File: config.mk
export PLATFORM = sky130hd
export DESIGN_NAME = cpu_player
export DESIGN_NICKNAME = d
export VERILOG_FILES = /design/src/rtl/cpu_player_pkg.sv /design/src/rtl/cpu_player.sv
export SDC_FILE = /design/constraint.sdc
export NUM_CORES = 1
export LEC_CHECK = 0
export CAP_MARGIN = 20
export CORE_UTILIZATION = 50
export CTS_BUF_LIST = sky130_fd_sc_hd__clkbuf_4
export DETAILED_ROUTE_END_ITERATION = 8
export PLACE_DENSITY = 0.86
export SLEW_MARGIN = 5
export SYNTH_ARGS = -nofsm -noshare
export SYNTH_HDL_FRONTEND = slang
export SYNTH_SLANG_ARGS = --single-unit
export TNS_END_PERCENT = 1
File: constraint.sdc
create_clock -name clk -period 2.76 [get_ports clk]
set_input_delay 0.414 -clock clk [delete_from_list [all_inputs] [get_ports clk]]
set_output_delay 0.414 -clock clk [all_outputs]
set_load 0.005 [all_outputs]
File: src/rtl/cpu_player_pkg.sv
// Shared types and constants for the CPU tug-of-war opponent.
package cpu_player_pkg;

    localparam int RND_W     = 9;
    localparam int COUNT_MAX = 255;

    typedef enum logic [1:0] {
        ST_IDLE,
        ST_ARMED,
        ST_PRESS,
        ST_COOLDOWN
    } cpu_state_t;

endpackage

File: src/rtl/cpu_player.sv
// CPU opponent: compares the LFSR value to a difficulty threshold and issues
// spaced one-cycle press pulses, counting presses and flagging LFSR lock-up.
module cpu_player
    import cpu_player_pkg::*;
#(
    parameter int WIDTH    = RND_W,
    parameter int COOLDOWN = 4
) (
    input  logic             clk,
    input  logic             reset,
    input  logic             enable,
    input  logic [WIDTH-1:0] rnd,
    input  logic [WIDTH-1:0] difficulty,
    output logic             press,
    output logic [7:0]       press_count,
    output logic             lfsr_fault
);

    localparam logic [7:0] CD_LOAD = 8'(COOLDOWN - 1);

    cpu_state_t state, next_state;
    logic [7:0] cd_cnt;
    logic       rnd_zero;
    logic       hit;

    function automatic logic [7:0] sat_inc(input logic [7:0] v);
        return (v == 8'(COUNT_MAX)) ? v : v + 8'd1;
    endfunction

    // An all-zero LFSR value never qualifies for a press, whatever the threshold.
    assign rnd_zero = (rnd == '0);
    assign hit      = !rnd_zero && (rnd < difficulty);

    always_comb begin
        next_state = state;
        case (state)
            ST_IDLE: begin
                if (enable) next_state = ST_ARMED;
            end
            ST_ARMED: begin
                if (!enable)       next_state = ST_IDLE;
                else if (rnd_zero) next_state = ST_ARMED;
                else if (hit)      next_state = ST_PRESS;
            end
            ST_PRESS: begin
                next_state = enable ? ST_COOLDOWN : ST_IDLE;
            end
            ST_COOLDOWN: begin
                if (!enable)            next_state = ST_IDLE;
                else if (cd_cnt == 8'd0) next_state = ST_ARMED;
            end
            default: next_state = ST_IDLE;
        endcase
    end

    always_ff @(posedge clk or negedge reset) begin
        if (!reset) state <= ST_IDLE;
        else        state <= next_state;
    end

    always_ff @(posedge clk or negedge reset) begin
        if (!reset) begin
            cd_cnt <= 8'd0;
        end else if (state == ST_PRESS) begin
            cd_cnt <= enable ? CD_LOAD : 8'd0;
        end else if (state == ST_COOLDOWN) begin
            if (!enable)             cd_cnt <= 8'd0;
            else if (cd_cnt != 8'd0) cd_cnt <= cd_cnt - 8'd1;
        end
    end

    // Count on entry to PRESS so the pulse and its count are never split by a reset.
    always_ff @(posedge clk or negedge reset) begin
        if (!reset) begin
            press_count <= 8'd0;
        end else if (state == ST_ARMED && next_state == ST_PRESS) begin
            press_count <= sat_inc(press_count);
        end
    end

    always_ff @(posedge clk or negedge reset) begin
        if (!reset) begin
            lfsr_fault <= 1'b0;
        end else if (state == ST_ARMED && enable && rnd_zero) begin
            lfsr_fault <= 1'b1;
        end
    end

    assign press = (state == ST_PRESS);

endmodule

Yosys cells after proc, flatten, opt, wreduce, memory -nomap -nowiden

Index checks and enable logic that the tools add are counted.
Widths: inputs -> output; s select.

Bits in registers: 19
Bits of input ports: 21
Output and inout port bits: 10
Logic and storage cells: 39

$add $sub $neg: 2
$lt $le $gt $ge: 1
Equality and inequality tests: 6
Muxes and demuxes: 13
Bitwise operators: 1
Reduce and logical (&&, ||, !) cells: 12

Operators with widths:

| cell                | number |
|---|---|
| $mux 8              | 4 |
| $mux 2              | 8 |
| $logic_not 9->1     | 1 |
| $lt 9x9->1          | 1 |
| $add 8x1->8 const B | 1 |
| $eq 8x8->1 const B  | 1 |
| $logic_not 8->1     | 1 |
| $pmux 2 s4          | 1 |
| $reduce_bool 8->1   | 1 |
| $sub 8x1->8 const B | 1 |
| $eq 2x2->1 const B  | 3 |
| $logic_and 1x1->1   | 4 |
| $reduce_and 2->1    | 2 |
| $ne 3x1->1 const B  | 1 |
| $eq 2x1->1 const B  | 1 |
| $logic_not 2->1     | 1 |
| $reduce_bool 2->1   | 1 |
| $logic_not 1->1     | 1 |
| $not 1->1           | 1 |

Depth between registers and ports, before layout

Gate-level depths: netlist (run 1).

Depth in word-level cells: 10
Gate-level depth with buffers: 8
Mapped depth without buffers: 8

Worst setup path after synthesis (run 1)

Ideal clock, no wire load.

Path kind: in2reg
Start point: in difficulty[6]
End point: reg press_count[1]
Setup time: 128 ps
Arrival: 1860 ps
Required time: 2632 ps
Slack: 773 ps
Stages: 7
Cells stage by stage: inv_1 -> ha_1 -> a211oi_1 -> nor2_1 -> a311o_1 -> nor3_4 -> mux2_1

Word-level cells in the longest chain between the ends: 9

RTL lines:

| element                    | RTL line         | source |
|---|---|---|
| from (decl)                | cpu_player.sv:13 | `input logic [WIDTH-1:0] difficulty,` |
| $lt 9x9->1                 | cpu_player.sv:32 | `assign hit = !rnd_zero && (rnd < difficulty);` |
| $logic_and 1x1->1          | cpu_player.sv:32 |  |
| $mux 2                     | cpu_player.sv:43 | `else if (hit) next_state = ST_PRESS;` |
| $mux 2                     | cpu_player.sv:42 | `else if (rnd_zero) next_state = ST_ARMED;` |
| $mux 2                     | cpu_player.sv:41 | `if (!enable) next_state = ST_IDLE;` |
| $pmux 2 s4                 | cpu_player.sv:36 | `case (state)` |
| $eq 2x2->1                 | cpu_player.sv:76 | `end else if (state == ST_ARMED && next_state == ST_PRESS) begin` |
| $logic_and 1x1->1          | cpu_player.sv:76 |  |
| $reduce_and 2->1 (no line) | -                |  |
| to (signal assigned)       | cpu_player.sv:77 | `press_count <= sat_inc(press_count);` |
| to (decl)                  | cpu_player.sv:15 | `output logic [7:0] press_count,` |

Every way passes these cells.
A chain may end at the register's enable or synchronous reset.

Worst setup path in the final report (run 1)

Ends and elaborated chain as after synthesis.

==> out/metrics.yaml, run 1 <==
outcome:
  status: "finished clean"
sta:
  maxSlewHeadroom_pct: 45.39
  fin_setup_tns_ns: 0
  hold_viol: 0
  setup-violations-final: 0
  maxSlewViolCount: 0
  timing.fmax_mhz: 443.2
  fin_skew_ns: 0.005039
  fin_crit_sh_pct: 81.76
  worst_pin_slew_ns: 0.8166
  fin_crit_ns: 2.257
  fin_ws_ns: 0.5035
  rsz0062_at_grt: "false"
drt:
  vias_per_cell: 5.788
  ant_nets: 0
  finalWirelength_um: 2534
  drt_drc_violations_left: 0
  drt_first_iter_violations: 17
  wl_per_cell_um: 13.77
  vias: 1065
  dr.pass1.iters: 4
finish:
  layout_commonest_cell: "clkdlybuf4s50_1"
  layout_common_cells: "clkdlybuf4s50_1, dfrtp_1, inv_1"
  drive_gt1_share_pct: 5.128
  area_growth_pct: 30.36
  num_antenna_cells: 0
  final_util_pct: 69.52
  fillers: 188
  nets: 189
setup_path:
  cp-end-kind: "register"
  cp-start-kind: "primary input"
  cp.required_ns: 2.94
  critical_path_class: "primary input to register"
  cp.arrival_ns: 2.44
  cp_max_fo: 8
global_route:
  track_usage_pct: 21.57
  grt_use_met3_pct: 2.679
  grt_max_degree: 20
  grt.overflow.total: 0
  grt_pass1_wl_um: 4167
  grtUsageMet1_pct: 26.00
  use_met2_pct: 40.22
  grt_antenna_before_repair: 0
  grt-busiest-layer: "met2"
  grt_pass1_vias: 981
clocking:
  postCtsSetupRepairBufs: 0
  cts_sinks: 19
  clkLatencyLatePin_ns: 0.29
  numCtsBuffers: 3
  cts-root-buf: "clkbuf_4"
  clk_pin_slew_ns: 0.11
  cts_tree: "built"
  hold_buffers: 0
  cts_buffer_depth: 2
  cts_resized: 0
  h-tree-depth: 1
synthesis:
  synthFlopType: "dfrtp_1"
  syn_nets: 155
  yosysUniqueCellTypes: 39
  ys_warn_count: 0
  ys_ff_latch: 19
  synth_edf_count: 0
  syn_avg_cell_area_um2: 9.684
  syn_area_um2: 1191
  ys_seq_area_share_pct: 39.92
  syn_inst: 123
  async_reset_ff_share_pct: 100.0
floorplan:
  die_w_um: 50.81
  placement_rows: 17
  start_util_pct: 53.33
  placeableCoreArea_um2: 2233
  die_h_um: 50.81
  design.die.area_um2: 2582
  num_io_pins: 31
placement:
  globalplace.congestion: 0.7698
  dp_slack_ns: 0.2006
  hpwl_um: 1969
  port_buffers: 30
power_and_ir_drop:
  power_density_nw_per_um2: 615.5
  ir_worst_vdd_v: 0.0003469
  p_leak_nw: 0.6976
worst_hold_path:
  hp-class: "register to register"
job:
  maxCapViolations: 0
==> state kept, by name (all words and copies together) (netlist names) <==
signal	count
lfsr_fault	1
cd_cnt	8
press_count	8
state	2
==> layer usage <==
layer / routed length, µm / share of wire (%) / vias to the layer above
met1: 1100 / 43 / 515
met2: 1346 / 53 / 27
met4: 12 / 0.47 / 0
li1: - / - / 521
met3: 75 / 3.0 / 2
met5: 0 / 0 / -
==> metrics by stage <==
step	instances	cell area, µm²	hold slack [ns]	total power, mW
6_report	184	1553	0.4877	0.9558
4_1_cts	184	1553	0.4891	0.9578
5_1_grt	184	1553	0.5267	1.026
2_1_floorplan	123	1191	0.1184	0.6481
3_3_place_gp	180	1523	0.4521	0.7873
3_5_place_dp	180	1523	0.4633	0.8074
==> worst paths after layout <==
kind,from,end,slack [ns],cells past startpoint
worst max-delay path,difficulty[6],press_count[1],0.50,8
worst min-delay path,lfsr_fault,lfsr_fault,0.49,2
worst max register to register,cd_cnt[0],cd_cnt[5],0.60,8
worst min register to register,lfsr_fault,lfsr_fault,0.49,2
max in group asynchronous,reset,cd_cnt[4],1.67,1
min in group asynchronous,reset,cd_cnt[6],0.58,1
==> where the power goes <==
part	internal, mW	switching [mW]
combinational	0.200	0.175
clock	0.0660	0.0817
sequential	0.340	0.0921
==> worst max-delay path: stages <==
cell and delay [ns]:
clkdlybuf4s50_1 0.45, inv_1 0.04, ha_1 0.28, a211oi_1 0.20
nor2_1 0.09, a311o_1 0.31, nor3_4 0.29, mux2_1 0.36
==> synthesized netlist by cell type (2+ instances only) <==
master / count / area (µm²)
a22oi_1: 2 / 15.01
o31ai_1: 3 / 22.52
a21boi_1: 2 / 15.01
o41ai_1: 2 / 17.52
ha_1: 11 / 137.6
nand4_1: 5 / 31.28
nand2_1: 9 / 33.78
xnor2_1: 6 / 52.55
nor2_1: 4 / 15.01
nor4_1: 4 / 25.02
inv_1: 13 / 48.80
o21ai_0: 4 / 20.02
and3_1: 3 / 18.77
nor3_1: 5 / 25.02
nor2b_1: 2 / 12.51
dfrtp_1: 19 / 475.5
o21ai_1: 4 / 20.02
nand3_1: 4 / 20.02
==> area by class of cell <==
class	count	area, µm²	area share, %
timing repair buffer	30	300.3	19.34
tap	28	35.03	2.256
sequential	19	475.5	30.62
inverter	13	48.80	3.143
clock buffer	4	30.03	1.934
multi-input combinational	90	663.1	42.71
==> kinds of logic (layout without fill, tap and decap cells) <==
| logic type | Yosys count | in the layout | share of synthesized area (%) |
|---|---|---|---|
| fa+ha+maj | 11 | 11 | 11.55 |
| xor+xnor | 7 | 7 | 5.147 |
| flops | 19 | 19 | 39.92 |
| simple gates | 44 | 44 | 21.43 |
| mux | 1 | 1 | 0.9453 |
| buf+inv | 14 | 47 | 4.412 |
| compound gates | 27 | 27 | 16.60 |
Power figures use the tool's default switching activity.
==> run 2, diff against run 1 <==
==> constraint.sdc (replaced) <==
create_clock -name clk -period 2.1 [get_ports clk]
set_input_delay 0.315 -clock clk [delete_from_list [all_inputs] [get_ports clk]]
set_output_delay 0.315 -clock clk [all_outputs]
set_load 0.005 [all_outputs]
==> out/metrics.yaml, run 2 (synthesis gave the netlist of run 1 again) <==
clocking:
  clkLatencyLatePin_ns: 0.30  # about the same
  cts_sinks: 19  # unchanged
  numCtsBuffers: 3  # unchanged
  h-tree-depth: 1  # unchanged
  cts_buffer_depth: 2  # unchanged
  cts_tree: "built"
  hold_buffers: 0  # unchanged
  cts-root-buf: "clkbuf_4"
  clk_pin_slew_ns: 0.11  # about the same
placement:
  hpwl_um: 2122  # +7.8%
  globalplace.congestion: 0.8074  # +4.9%
  port_buffers: 30  # unchanged
  dp_slack_ns: -0.4188  # -0.6194 ns
setup_path:
  cp.required_ns: 2.30  # -0.64 ns
  critical_path_class: "primary input to register"
  cp-start-kind: "primary input"
  cp.arrival_ns: 2.28  # -0.16 ns
  cp-end-kind: "register"
  cp_max_fo: 2  # -6
global_route:
  grt_antenna_before_repair: 0  # unchanged
  grt_max_degree: 20  # unchanged
  grt_pass1_wl_um: 4581  # +9.9%
  grt_pass1_vias: 1165  # +19%
  grt.overflow.total: 0  # unchanged
  track_usage_pct: 24.22  # +2.6 points
sta:
  fin_crit_sh_pct: 99.25
  fin_skew_ns: 0.001362  # -0.003677 ns
  timing.fmax_mhz: 479.8
  fin_ws_ns: 0.01568  # -0.4878 ns
  worst_pin_slew_ns: 0.4196  # -0.3970 ns
  maxSlewHeadroom_pct: 71.72  # +26 points
  setup-violations-final: 0  # unchanged
  hold_viol: 0  # unchanged
  maxSlewViolCount: 0  # unchanged
  fin_crit_ns: 2.084
power_and_ir_drop:
  finalPower_mw: 1.363  # +43%
  power_density_nw_per_um2: 779.2  # +27%
  p_leak_nw: 0.7964  # +14%
  ir_worst_vdd_v: 0.0004925  # +42%
finish:
  nets: 207  # +9.5%
  multi_input_area_um2: 721.9  # +8.9%
  area_growth_pct: 46.85
  fillers: 140  # -26%
  seqCellArea_um2: 475.5  # unchanged
  layout_common_cells: "clkdlybuf4s50_1, dfrtp_1, buf_4"
  layout_commonest_cell: "clkdlybuf4s50_1"
  drive_gt1_share_pct: 20.11  # +15 points
  top_regs: "cd_cnt (8), press_count (8), state (2)"
  num_antenna_cells: 0  # unchanged
floorplan:
  design.die.area_um2: 2582  # unchanged
  die_h_um: 50.81  # unchanged
  placement_rows: 17  # unchanged
  placeableCoreArea_um2: 2233  # unchanged
  die_w_um: 50.81  # unchanged
  start_util_pct: 53.33  # unchanged
  num_io_pins: 31  # unchanged
drt:
  vias: 1174  # +10%
  drt_drc_violations_left: 0  # unchanged
  wl_per_cell_um: 15.04  # +9.2%
  ant_nets: 0  # unchanged
  finalWirelength_um: 3039  # +20%
  dr.pass1.iters: 4  # unchanged
  drt_first_iter_violations: 28  # +11
  vias_per_cell: 5.812  # +0.41%
outcome:
  status: "finished clean"
worst_hold_path:
  hp-class: "primary input to async pin"
job:
  maxCapViolations: 0  # unchanged
run 2: changes by cell type in the layout (fill, tap and decap cells not counted), sizes merged:
cell	delta
clkbuf	-1
buf	+18
dlymetal6s2s	+1
clkinv	+1
clkdlybuf4s50	-2
dlygate4sd2	+1
run 2: critical path: stages:
cell and delay [ns]:
clkdlybuf4s50_1 0.45, inv_1 0.04, ha_1 0.30, and3_4 0.19, a21oi_2 0.10, o211ai_1 0.19
nor3_4 0.24, buf_4 0.14, mux2_1 0.31
run 2: path summary, 6_finish.rpt:
path | from | end | slack, ns | depth (start not counted)
worst min-delay path | reset | cd_cnt[0] | 0.32 | 2
worst min register to register | lfsr_fault | lfsr_fault | 0.48 | 2
max in group asynchronous | reset | cd_cnt[1] | 1.58 | 2
worst max-delay path | difficulty[4] | press_count[1] | 0.02 | 9
worst max register to register | cd_cnt[1] | cd_cnt[5] | 0.04 | 8
min in group clk | lfsr_fault | lfsr_fault | 0.48 | 2
run 2: stage by stage:
step	hold slack [ns]	cells	utilization, %	setup TNS (ns)	cell area (µm²)
2_1_floorplan	0.01941	123	-	0	1191
3_3_place_gp	0.4529	195	73.22	-2.100	1635
3_5_place_dp	0.4532	195	73.22	-3.156	1635
4_1_cts	0.3332	201	75.85	0	1694
5_1_grt	0.3617	202	78.32	-0.4839	1749
6_report	0.3239	202	78.32	0	1749
run 2: area by class of cell:
cell class | count | share of cell area [%]
clock inverter | 1 | 0.2861
inverter | 13 | 2.790
timing repair buffer | 48 | 25.18
clock buffer | 3 | 1.288
sequential | 19 | 27.18
tap | 28 | 2.003
multi-input combinational | 90 | 41.27
run 2: layer usage:
metal	share of wire, %	GRT usage (%)	up-vias
li1	-	-	562
met1	37	24.00	555
met2	55	47.56	51
met3	4.8	2.976	6
met4	2.7	13.89	0
met5	0	0	-
run 2: timing repair:
| action | 4_1_cts | 5_1_grt |
|---|---|---|
| gates resized for setup | 4 | 9 |
| setup endpoints to repair | 7 | 9 |
| pin swaps | 3 | 7 |
| endpoints found under the hold margin | 0 | 0 |
| setup buffers | 2 | 1 |
run 2: power by group:
part | switching [mW] | internal, mW | total (mW)
sequential | 0.112 | 0.447 | 0.559
clock | 0.122 | 0.0711 | 0.193
combinational | 0.273 | 0.338 | 0.611
total | 0.507 | 0.856 | 1.36
==> run 3, diff against run 2 <==
--- a/config.mk
+++ b/config.mk
@@ -9,6 +9,7 @@
 export CORE_UTILIZATION = 50
 export CTS_BUF_LIST = sky130_fd_sc_hd__clkbuf_4
 export DETAILED_ROUTE_END_ITERATION = 8
+export GPL_ROUTABILITY_DRIVEN = 0
 export PLACE_DENSITY = 0.86
 export SLEW_MARGIN = 5
 export SYNTH_ARGS = -nofsm -noshare
==> results of run 3 <==
Same layout as run 2: the final DEF is identical, and so are final timing and power.
